**src/rtl/aoi221_arc_pkg.sv**
```systemverilog
// Shared types and the arc table for the AOI221 timing-arc exerciser.
// Pin vectors are ordered {A,B1,B2,C1,C2}; target index 0..4 follows that order.
package aoi221_arc_pkg;

  localparam int NUM_ARCS = 21;
  localparam logic [4:0] LAST_ARC = 5'd20;

  typedef enum logic [2:0] {
    IDLE,
    SETUP,
    RISE,
    FALL,
    FIN
  } state_t;

  typedef struct packed {
    logic [2:0] target;
    logic [4:0] base;
  } arc_t;

  // Each base holds the sensitizing side inputs with the target pin at 0.
  localparam arc_t ARC_TABLE [NUM_ARCS] = '{
    '{3'd0, 5'b00000}, '{3'd0, 5'b00001}, '{3'd0, 5'b00010},
    '{3'd0, 5'b00100}, '{3'd0, 5'b00101}, '{3'd0, 5'b00110},
    '{3'd0, 5'b01000}, '{3'd0, 5'b01001}, '{3'd0, 5'b01010},
    '{3'd1, 5'b00100}, '{3'd1, 5'b00101}, '{3'd1, 5'b00110},
    '{3'd2, 5'b01000}, '{3'd2, 5'b01001}, '{3'd2, 5'b01010},
    '{3'd3, 5'b00001}, '{3'd3, 5'b00101}, '{3'd3, 5'b01001},
    '{3'd4, 5'b00010}, '{3'd4, 5'b00110}, '{3'd4, 5'b01010}
  };

  function automatic logic [4:0] target_mask(input logic [2:0] target);
    return 5'b10000 >> target;
  endfunction

endpackage

```
**src/rtl/aoi221_arc_phase_timer.sv**
```systemverilog
// Phase timer: counts 0..SETTLE inside each phase, flags the first cycle
// of a phase (phase_start) and the ZN sampling cycle (sample_now).
module aoi221_arc_phase_timer #(
  parameter int SETTLE = 2
) (
  input  logic CK,
  input  logic RST,
  input  logic run,
  output logic phase_start,
  output logic sample_now
);

  localparam logic [3:0] LAST_CNT = 4'(SETTLE);

  logic [3:0] cnt;

  always_ff @(posedge CK) begin
    if (RST || !run || cnt == LAST_CNT) begin
      cnt <= '0;
    end else begin
      cnt <= cnt + 4'd1;
    end
  end

  assign phase_start = run && (cnt == 4'd0);
  assign sample_now  = run && (cnt == LAST_CNT);

endmodule

```
**src/rtl/aoi221_arc_exerciser.sv**
```systemverilog
// Drives every conditional arc of an AOI221 cell and checks the returned ZN.
// Optional AOI221_ARC_HALT_EN: stop at the first failing check with drives held.
module aoi221_arc_exerciser #(
  parameter int SETTLE = 2
) (
  input  logic       CK,
  input  logic       RST,
  input  logic       START,
  input  logic       ZN_IN,
  output logic       A,
  output logic       B1,
  output logic       B2,
  output logic       C1,
  output logic       C2,
  output logic       BUSY,
  output logic       DONE,
  output logic       PASS,
  output logic [5:0] ERR_CNT,
  output logic [4:0] ARC_IDX
);

  import aoi221_arc_pkg::*;

  state_t     state;
  logic [4:0] drive;
  logic       zn_q;
  logic       exp_q;
  logic       run;
  logic       phase_start;
  logic       sample_now;
  logic       miss;
  logic       halt_now;
  logic [4:0] nxt_idx;
  arc_t       cur_arc;
  arc_t       nxt_arc;

  function automatic logic [5:0] sat_inc(input logic [5:0] v);
    return (v == 6'h3F) ? v : v + 6'd1;
  endfunction

  assign {A, B1, B2, C1, C2} = drive;

  assign run     = (state == SETUP) || (state == RISE) || (state == FALL);
  assign nxt_idx = (ARC_IDX == LAST_ARC) ? ARC_IDX : ARC_IDX + 5'd1;
  assign cur_arc = ARC_TABLE[ARC_IDX];
  assign nxt_arc = ARC_TABLE[nxt_idx];
  assign miss    = sample_now && (zn_q != exp_q);

`ifdef AOI221_ARC_HALT_EN
  assign halt_now = miss;
`else
  assign halt_now = 1'b0;
`endif

  aoi221_arc_phase_timer #(
    .SETTLE(SETTLE)
  ) u_timer (
    .CK         (CK),
    .RST        (RST),
    .run        (run),
    .phase_start(phase_start),
    .sample_now (sample_now)
  );

  // Response path: ZN registered once; expectation latched at phase start
  // (ZN must be low only while the target pin is high).
  always_ff @(posedge CK) begin
    zn_q <= ZN_IN;
    if (phase_start) begin
      exp_q <= (state != RISE);
    end
  end

  always_ff @(posedge CK) begin
    if (RST) begin
      state   <= IDLE;
      drive   <= '0;
      BUSY    <= 1'b0;
      DONE    <= 1'b0;
      PASS    <= 1'b0;
      ERR_CNT <= '0;
      ARC_IDX <= '0;
    end else begin
      case (state)
        IDLE: begin
          if (START) begin
            state   <= SETUP;
            drive   <= ARC_TABLE[0].base;
            BUSY    <= 1'b1;
            DONE    <= 1'b0;
            PASS    <= 1'b0;
            ERR_CNT <= '0;
            ARC_IDX <= '0;
          end
        end
        SETUP, RISE, FALL: begin
          if (sample_now) begin
            if (miss) begin
              ERR_CNT <= sat_inc(ERR_CNT);
            end
            if (halt_now) begin
              state <= FIN;
            end else begin
              case (state)
                SETUP: begin
                  state <= RISE;
                  drive <= cur_arc.base | target_mask(cur_arc.target);
                end
                RISE: begin
                  state <= FALL;
                  drive <= cur_arc.base;
                end
                default: begin
                  if (ARC_IDX == LAST_ARC) begin
                    state <= FIN;
                  end else begin
                    state   <= SETUP;
                    ARC_IDX <= nxt_idx;
                    drive   <= nxt_arc.base;
                  end
                end
              endcase
            end
          end
        end
        FIN: begin
          state <= IDLE;
          BUSY  <= 1'b0;
          DONE  <= 1'b1;
          PASS  <= (ERR_CNT == 6'd0);
        end
        default: state <= IDLE;
      endcase
    end
  end

endmodule

```
**config.mk**
```make
export PLATFORM = sky130hd
export DESIGN_NAME = aoi221_arc_exerciser
export DESIGN_NICKNAME = d
export VERILOG_FILES = /design/src/rtl/aoi221_arc_pkg.sv /design/src/rtl/aoi221_arc_phase_timer.sv /design/src/rtl/aoi221_arc_exerciser.sv
export SDC_FILE = /design/constraint.sdc
export NUM_CORES = 1
export LEC_CHECK = 0
export CORE_MARGIN = 5
export CORE_UTILIZATION = 27
export CTS_CLUSTER_DIAMETER = 50
export CTS_CLUSTER_SIZE = 28
export DETAILED_ROUTE_END_ITERATION = 7
export PLACE_DENSITY = 0.46
export SETUP_SLACK_MARGIN = 0.2
export SLEW_MARGIN = 10
export SYNTH_ARGS = -nofsm -noshare
export SYNTH_HDL_FRONTEND = slang
export SYNTH_SLANG_ARGS = --single-unit
```
**constraint.sdc**
```tcl
create_clock -name CK -period 2.45 [get_ports CK]
set_input_delay 0.49 -clock CK [delete_from_list [all_inputs] [get_ports CK]]
set_output_delay 0.49 -clock CK [all_outputs]
set_load 0.02 [all_outputs]
```
### Yosys cells after proc, flatten, opt, wreduce, memory -nomap -nowiden

Memory sizes are Yosys's and may differ from the RTL's.
Index checks and enable logic that the tools add are counted.
W data, S select, Z words.

* input port bits: 4
* bits in read-only memories: 512
* memories: 2
* output and inout bits: 19
* logic and storage cells: 86
* bits in registers: 28
* memory bits (writable): 0
* bits in latches: 0

Memories
* (name not given): depth 32, bits a word 8, rd ports 1, clocked after Yosys merged registers in 0, write ports 0, RTL line aoi221_arc_exerciser.sv:46 `assign nxt_arc = ARC_TABLE[nxt_idx];`
* (name not given): depth 32, bits a word 8, rd ports 1, clocked after Yosys merged registers in 0, write ports 0, RTL line aoi221_arc_exerciser.sv:45 `assign cur_arc = ARC_TABLE[ARC_IDX];`

* divide/modulo/power cells: 0
* reductions and logical operators: 20
* bitwise gates (word level): 3
* $lt $le $gt $ge: 2
* multipliers: 0
* $add $sub $neg: 3
* multiplexer cells: 29
* shift operators: 1
* equal/unequal tests: 16

Operator list (number)
* $mux W5: 9
* $pmux W5 S2: 3
* $mux W6: 4
* $mux W8: 2
* $ge A6 B6 Y1 const B: 2
* $ne A2 B2 Y1 const B: 6
* $not A5 Y6: 2
* $pmux W3 S2: 2
* $pmux W6 S2: 1
* $reduce_and A5 Y1: 2
* $mux W3: 3
* $add A6 B1 Y6 const B: 1
* $eq A3 B2 Y1 const B: 2
* $eq A6 B6 Y1 const B: 1
* $logic_not A6 Y1: 1
* $pmux W1 S2: 3
* $add A5 B1 Y5 const B: 1
* $eq A5 B5 Y1 const B: 1
* $or A5 B5 Y5: 1
* $shr A5 B3 Y5 const A: 1
* $add A4 B1 Y4 const B: 1
* $eq A4 B2 Y1 const B: 1
* $logic_not A4 Y1: 1
* $logic_or A1 B1 Y1: 4
* 14 further kinds: 19

### Longest topological paths before layout

Gate-level depths: netlist of the first run.

* word-level depth: 10
* depth in mapped cells: 10
* mapped depth without buffers: 9

### Modules after synthesis

From an unflattened synthesis of the first run, not the netlist that was laid out.

* cells, all modules: 248
* area total of the unflattened synthesis: 1973.1 sq um

Modules (own cells, without submodules)
* aoi221_arc_exerciser: area an instance 1778.0 sq um, times used 1, seq. area each 490.5 sq um, cells an instance 226
* aoi221_arc_phase_timer: area an instance 195.2 sq um, times used 1, seq. area each 80.1 sq um, cells an instance 22

### Least setup slack after synthesis of the first run

Ideal clock, no wire load.

* path type: register to register
* start: register ARC_IDX[1]
* end: register drive[1]
* required time: 2.324 ns
* data arrival time: 2.226 ns
* slack: 0.098 ns
* buffers on the path: 1
* clock period less this slack: 2.352 ns
* cell stages (with the launch flop): 10
* library setup time: 0.126 ns
* cells stage by stage: dfxtp_1 buf_2 inv_1 ha_1 and4b_1 xnor2_1 ha_1 a311o_1 a211oi_1 o31ai_1

* word-level cells in the longest chain between the ends: 10
* elaborated cells between the ends (all ways): 19
* those cells by class: 1 x add/sub; 2 x eq/ne; 1 x shift; 9 x mux; 3 x bitwise; 1 x reduce/logical; 2 x memory

Ends and longest elaborated chain
* start, declared: RTL line aoi221_arc_exerciser.sv:19 `output logic [4:0] ARC_IDX`
* start signal, assigned: RTL line aoi221_arc_exerciser.sv:118 `ARC_IDX <= nxt_idx;`
* $add A5 B1 Y5 / $eq A5 B5 Y1 (equally long branches): RTL line aoi221_arc_exerciser.sv:44, aoi221_arc_exerciser.sv:114
* $mux W5: RTL line aoi221_arc_exerciser.sv:44 `assign nxt_idx = (ARC_IDX == LAST_ARC) ? ARC_IDX : ARC_IDX + 5'd1;`
* $not A5 Y6 (not written as such): RTL line aoi221_arc_exerciser.sv:46
* $mem_v2 Z32 W8
* $mux W5 (not written as such) (2 in a row): RTL line aoi221_arc_exerciser.sv:46
* $mux W5: RTL line aoi221_arc_exerciser.sv:114 `if (ARC_IDX == LAST_ARC) begin`
* $pmux W5 S2: RTL line aoi221_arc_exerciser.sv:104 `case (state)`
* $mux W5: RTL line aoi221_arc_exerciser.sv:97 `if (sample_now) begin`
* $pmux W5 S2: RTL line aoi221_arc_exerciser.sv:84 `case (state)`
* end signal, assigned: RTL line aoi221_arc_exerciser.sv:88 `drive <= ARC_TABLE[0].base;`
* end signal, assigned: RTL line aoi221_arc_exerciser.sv:107 `drive <= cur_arc.base | target_mask(cur_arc.target);`
* end signal, assigned: RTL line aoi221_arc_exerciser.sv:119 `drive <= nxt_arc.base;`
* end, declared: RTL line aoi221_arc_exerciser.sv:25 `logic [4:0] drive;`

Parallel ways exist; a longest one is shown, timed or not. The select of a mux whose other input is x is not followed.
A chain may end at the register's enable or synchronous reset.

### Final worst setup path of the first run

* start: register ARC_IDX[0]
* end: register drive[1]

Same word-level chain as after synthesis.

==> metrics.cfg, run 1 <==
[detailed_routing]
detailed_route_wire_length_mm = 5.16
detail_route.wl_per_cell_um = 14.3
drc = 0
vias_per_cell = 4.93
antenna_violating_nets_post_route = 0
first_iter_violations = 206
num_vias = 1778
firstDrtPassIters = 4

[place]
post-dp-hpwl_mm = 3.75
port_buffers = 22
gp_congestion = 0.794
placed_cells = 353

[sta]
drv_slew = 0
fin_crit_ns = 2.17
worstMarginPinSlew_ns = 0.768
finalSetupViolations = 0
finalHoldViolCount = 0
setup_tns_ns = 0
rsz0062_at_grt = true
finalCritPeriodShare = 0.885
slew_headroom = 0.473
fmax_ghz = 0.461
clock_skew_ns = 0.00372

[clock_tree]
cts.htree.levels = 1
tritoncts = built
clk_root_buffer_cell = sky130_fd_sc_hd__clkbuf_8
cts_buffers = 3
clockBufferDepth = 2
cts_hold_buf = 0
worst_skew_pair_later_pin_latency_ns = 0.28
cts.sink_count = 28
worst_setup_hold_path_clk_slew_ns = 0.11

[grt]
grt_first_pass_wirelength_mm = 8.52
vias_in_the_first_global_route = 1630
grt_overflow_total = 0
gr-usage-all-layers = 0.121
antenna_found_initial = 0
grt_max_degree = 17

[critical_path]
path_delay_family = adder cells
timing.critical_path.buf_inv = 1
critical_path.max_fanout = 9
timing.critical_path.slowest_cell_delay_ns = 0.41
timing.critical_path.required_ns = 2.62
critical-path-slowest-cell = sky130_fd_sc_hd__dfxtp_4
cp-start-kind = flip-flop
critical_path.most_common_cell = sky130_fd_sc_hd__ha_1
criticalPathCategory = flip-flop to flip-flop
cp_cell_sequence = inv_1 > ha_1 > and4b_2 > xnor2_2 > ha_1 > a311o_1 > a211oi_2 > o31ai_1
worstPathArrival_ns = 2.34
regToRegSetupSlack_ns = 0.28
cp-end-kind = flip-flop

[yosys]
ffs_w_async_s_r_synth = 0
yosysUniqueCellTypes = 54
mappedNetlistArea_um2 = 1950
synth.ff_latch_count = 28
ys_seq_area_frac = 0.292
synthesis.yosys.warnings = 0
syn_area_per_cell_um2 = 8.27
synth-edff-count = 1
post_synth_inst_count = 236
dominantRegCellSynth = sky130_fd_sc_hd__dfxtp_1
syn_nets = 253

[power]
leakage_power_figure_nw = 0.886
vdd_ir_drop_max_v = 0.000258
power_dens_cells_nw_per_um2 = 444

[floorplanning]
initial_utilization = 0.273
core_um2 = 7140
dieHeight_um = 95.0
dieArea_um2 = 9020
die_x_um = 95.0
rows = 31
num_io_pins = 23

[status]
run_status = completed

[hold_path]
min_path_type = flip-flop to flip-flop

[cells_and_area]
fin_cells = 361
design.final.nets = 280
layout-area-overhead-vs-synth_pct = 24.2
diode_count = 0
drive_gt1_frac = 0.141

[run]
cap_violations = 0

==> power by group <==
| part | internal (W) | switching, W |
|---|---|---|
| combinational | 0.0000900 | 0.000117 |
| sequential | 0.000471 | 0.0000152 |
| clock | 0.000219 | 0.000164 |
==> path summary, 6_finish.rpt <==
path,start,to,depth (start not counted)
min reg2reg,drive[1],drive[1],2
min,drive[1],drive[1],2
max reg2reg,ARC_IDX[0],drive[1],8
max,ARC_IDX[0],drive[1],8
==> placed cells by master, fill, tap and decap left out, types with 4 or more instances in the layout <==
| master | netlist | layout |
|---|---|---|
| sky130_fd_sc_hd__dfxtp_1 | 27 | 23 |
| sky130_fd_sc_hd__nor2_1 | 23 | 23 |
| sky130_fd_sc_hd__clkdlybuf4s50_1 | 0 | 22 |
| sky130_fd_sc_hd__nand2_1 | 18 | 18 |
| sky130_fd_sc_hd__a21oi_1 | 17 | 17 |
| sky130_fd_sc_hd__buf_4 | 1 | 15 |
| sky130_fd_sc_hd__ha_1 | 13 | 13 |
| sky130_fd_sc_hd__inv_1 | 10 | 10 |
| sky130_fd_sc_hd__nand3_1 | 7 | 7 |
| sky130_fd_sc_hd__xor2_1 | 7 | 7 |
| sky130_fd_sc_hd__nor3_1 | 7 | 7 |
| sky130_fd_sc_hd__xnor2_1 | 8 | 7 |
| sky130_fd_sc_hd__and3_1 | 6 | 6 |
| sky130_fd_sc_hd__or3_1 | 5 | 5 |
| sky130_fd_sc_hd__o211ai_1 | 5 | 5 |
| sky130_fd_sc_hd__o21ai_0 | 5 | 5 |
| sky130_fd_sc_hd__nand2b_1 | 4 | 4 |
| sky130_fd_sc_hd__and2_1 | 4 | 4 |
| sky130_fd_sc_hd__a211oi_1 | 5 | 4 |
| sky130_fd_sc_hd__mux2i_1 | 4 | 4 |
==> registers in the layout, summed over array words and instances (netlist names) <==
name / count
drive: 5
ERR_CNT: 6
exp_q: 1
state: 3
DONE: 1
BUSY: 1
PASS: 1
ARC_IDX: 5
u_timer.cnt: 4
zn_q: 1
==> per-stage QoR <==
step	utilization	setup slack [ns]	total power (W)	cell area [µm²]	hold WS, ns
3_5_place_dp	0.323	0.122	0.000701	2300	0.455
2_1_floorplan	-	0.208	0.000632	1950	0.430
6_report	0.340	0.282	0.00108	2420	0.469
5_1_grt	0.340	0.193	0.00113	2420	0.493
4_1_cts	0.334	0.224	0.00109	2390	0.472
3_3_place_gp	0.323	0.143	0.000702	2300	0.449
==> area by class of cell <==
type                            count  area, µm²
Clock buffer                        3       41.3
Clock inverter                      1       30.0
Fill cell                         784       4710
Inverter                           10       37.5
Multi-Input combinational cell    183       1280
Sequential cell                    28        578
Tap cell                           99        124
Timing Repair Buffer               37        333
==> Yosys cell counts, drive strengths merged (3+ instances only) <==
master  instances  share of area
nor3            7          0.018
nand2          18          0.035
a21oi          18          0.052
xor2            7          0.031
or3b            4          0.019
buf             9          0.028
ha             13          0.083
nand2b          4          0.013
xnor2           8          0.036
and3            6          0.019
o21ai           6          0.017
and2            4          0.013
or3             5          0.016
nor2           23          0.044
inv            10          0.019
mux2            3          0.017
nand3           7          0.018
a211oi          5          0.019
o211ai          5          0.019
dfxtp          27           0.28
o31ai           3          0.012
clkbuf          6          0.012
mux2i           4          0.021
==> cell families after synthesis <==
kind of cell | count (synthesis) | synth area share
buffers and inverters | 25 | 0.0584
AO/OA/AOI/OAI | 55 | 0.199
flip-flops | 28 | 0.292
XOR/XNOR | 15 | 0.0674
adder cells (fa/ha/maj) | 13 | 0.0834
multiplexers | 8 | 0.0494
AND/OR/NAND/NOR | 92 | 0.250
==> worst reg2reg max path: stages, from the launching register on <==
cell and delay (ns):
sky130_fd_sc_hd__dfxtp_4 0.41, sky130_fd_sc_hd__inv_1 0.09, sky130_fd_sc_hd__ha_1 0.26, sky130_fd_sc_hd__and4b_2 0.26, sky130_fd_sc_hd__xnor2_2 0.15, sky130_fd_sc_hd__ha_1 0.32, sky130_fd_sc_hd__a311o_1 0.29, sky130_fd_sc_hd__a211oi_2 0.20
sky130_fd_sc_hd__o31ai_1 0.08
==> per-layer routing <==
metal | global-route usage | up-vias | share of wire
met5 | 0 | - | 0
met4 | 0.0421 | 0 | 0.016
met1 | 0.179 | 821 | 0.50
met3 | 0.0231 | 4 | 0.066
met2 | 0.173 | 49 | 0.42
li1 | - | 904 | -
==> repair_timing <==
| action | in CTS | in global routing |
|---|---|---|
| resized for setup | 3 | 3 |
| hold endpoints to repair | 0 | 0 |
| setup buffers | 0 | 4 |
| endpoints found under the setup margin | 2 | 6 |
No activity file was read; power rests on OpenSTA's default activity.
==> run 2, diff against run 1 <==
Settings changed: SLEW_MARGIN 10 to 20.
==> results of run 2 <==
No change in the layout: final DEF, timing and power equal those of run 1.
==> run 3, diff against run 2 <==
Settings changed: CELL_PAD_IN_SITES_DETAIL_PLACEMENT from default to 0, CELL_PAD_IN_SITES_GLOBAL_PLACEMENT from default to 1, PLACE_DENSITY 0.46 to 0.57.
==> run 3 against run 2 <==
Against the previous run:
- cell count increased by 0.83%
- flip-flop and latch count unchanged
- clock skew decreased by 0.00060 ns
- wire length increased by 2.7%
- critical path depth decreased by 6
- global-route usage about the same
- critical path type is now flip-flop to output pin
- largest cell class unchanged
==> metrics.cfg, run 3 (synthesis gave the netlist of run 1 again) <==
[status]
run_status = completed

[sta]
setup_tns_ns = 0
finalHoldViolCount = 0
finalCritPeriodShare = 0.880
timing.final.ws_setup_ns = 0.294
clock_skew_ns = 0.00311
finalHoldWorstSlack_ns = 0.471
slew_headroom = 0.508
drv_slew = 0
fin_crit_ns = 2.16
rsz0062_at_grt = false
fmax_ghz = 0.464
worstMarginPinSlew_ns = 0.717
finalSetupViolations = 0

[floorplanning]
num_io_pins = 23
core_um2 = 7140
rows = 31
initial_utilization = 0.273
die_x_um = 95.0
dieHeight_um = 95.0
dieArea_um2 = 9020

[grt]
grt_max_degree = 18
antenna_found_initial = 0
grt_overflow_total = 0
gr-usage-all-layers = 0.121
vias_in_the_first_global_route = 1687
grt_first_pass_wirelength_mm = 8.67

[critical_path]
crit_start = ARC_IDX[3]
critical_path.max_fanout = 17
critical-path-slowest-cell = sky130_fd_sc_hd__clkdlybuf4s50_1
cp-end-kind = output pin
criticalPathCategory = flip-flop to output pin
worstPathArrival_ns = 1.67
timing.critical_path.required_ns = 1.96
worstReg2RegStart = ARC_IDX[0]
cp_cell_sequence = buf_4 > clkdlybuf4s50_1
regToRegSetupSlack_ns = 0.30
cp-start-kind = flip-flop
timing.critical_path.slowest_cell_delay_ns = 0.64

[hold_path]
min_path_type = flip-flop to flip-flop
timing.hold.worst.start = drive[1]

[power]
vdd_ir_drop_max_v = 0.000248
power.switching_w = 0.000301
power_dens_cells_nw_per_um2 = 437
post-layout-total-power_w = 0.00109
power.internal_w = 0.000785
share_clk_of_total_power = 0.352
combPwrFrac = 0.201
share_seq_of_total_power = 0.447
leakage_power_figure_nw = 0.907
p_sw_frac = 0.277

[clock_tree]
cts.sink_count = 28
worst_skew_pair_later_pin_latency_ns = 0.28
tritoncts = built
cts_hold_buf = 0
clockBufferDepth = 2
clk_root_buffer_cell = sky130_fd_sc_hd__clkbuf_8
cts.htree.levels = 1
cts_buffers = 3
worst_setup_hold_path_clk_slew_ns = 0.11

[detailed_routing]
firstDrtPassIters = 4
detailed_route_wire_length_mm = 5.29
detail_route.wl_per_cell_um = 14.5
num_vias = 1792
drc = 0
antenna_violating_nets_post_route = 0
first_iter_violations = 95
vias_per_cell = 4.92

[place]
post-place-ws_ns = 0.0915
gp_congestion = 0.786
post-dp-hpwl_mm = 3.88
port_buffers = 22

[run]
cap_violations = 0

[cells_and_area]
diode_count = 0
layout_common_cells = sky130_fd_sc_hd__dfxtp_1, sky130_fd_sc_hd__nor2_1, sky130_fd_sc_hd__clkdlybuf4s50_1
largest_reg_flops = 6
mostFrequentLayoutCell = sky130_fd_sc_hd__dfxtp_1
final_core_util = 0.348
drive_gt1_frac = 0.155
largestRegisters = ERR_CNT x6, ARC_IDX x5, drive x5
layout-area-overhead-vs-synth_pct = 27.5
design.final.nets = 283
regMostFlops = ERR_CNT

==> run 3: through the flow <==
| stage | cell area, µm² | std cells |
|---|---|---|
| global route | 2490 | 364 |
| global placement | 2330 | 357 |
| finish | 2490 | 364 |
| CTS | 2410 | 361 |
| detailed placement | 2330 | 357 |
| floorplan | 1950 | 236 |
==> run 3: layout make-up <==
cell class / instances / area (µm²)
repair buffers: 40 / 355
well taps: 99 / 124
fillers: 749 / 4650
inverters: 10 / 37.5
flip-flops and latches: 28 / 579
clock inverters: 1 / 30.0
clock buffers: 3 / 41.3
multi-input cells: 183 / 1320
==> run 3: path summary, 6_finish.rpt <==
kind / endpoint / cells past startpoint
hold / removal: drive[1] / 2
setup reg to reg: drive[2] / 9
hold reg to reg: drive[1] / 2
setup / recovery: ARC_IDX[3] / 2
==> run 3: power by group through the flow <==
| stage | Sequential, W | Combinational [W] | Clock [W] |
|---|---|---|---|
| after floorplan | 0.000504 | 0.000128 | 0 |
| after global placement | 0.000497 | 0.000206 | 0 |
| after detailed placement | 0.000497 | 0.000204 | 0 |
| after CTS | 0.000486 | 0.000207 | 0.000400 |
| after global routing | 0.000488 | 0.000238 | 0.000419 |
| final | 0.000485 | 0.000218 | 0.000383 |
==> run 3: repair_timing <==
| item | 4_1_cts | 5_1_grt |
|---|---|---|
| resized for setup | 2 | 8 |
| setup endpoints to repair | 2 | 5 |
| buffers inserted | 0 | 3 |
| pin swaps | 0 | 3 |
| hold endpoints to repair | 0 | 0 |
==> run 3: worst max-delay path, delay by kind of cell (launching register included) <==
kind                   cells  cell delay [ns]
DFF                        1             0.47
buffers and inverters      2             0.91
==> run 3: per-layer routing <==
layer,GRT usage,wire length (µm),part of all wire,vias up
li1,-,-,-,905
met1,0.177,2720,0.51,837
met2,0.180,2250,0.43,43
met3,0.0159,227,0.043,7
met4,0.0433,89,0.017,0
met5,0,0,0,-
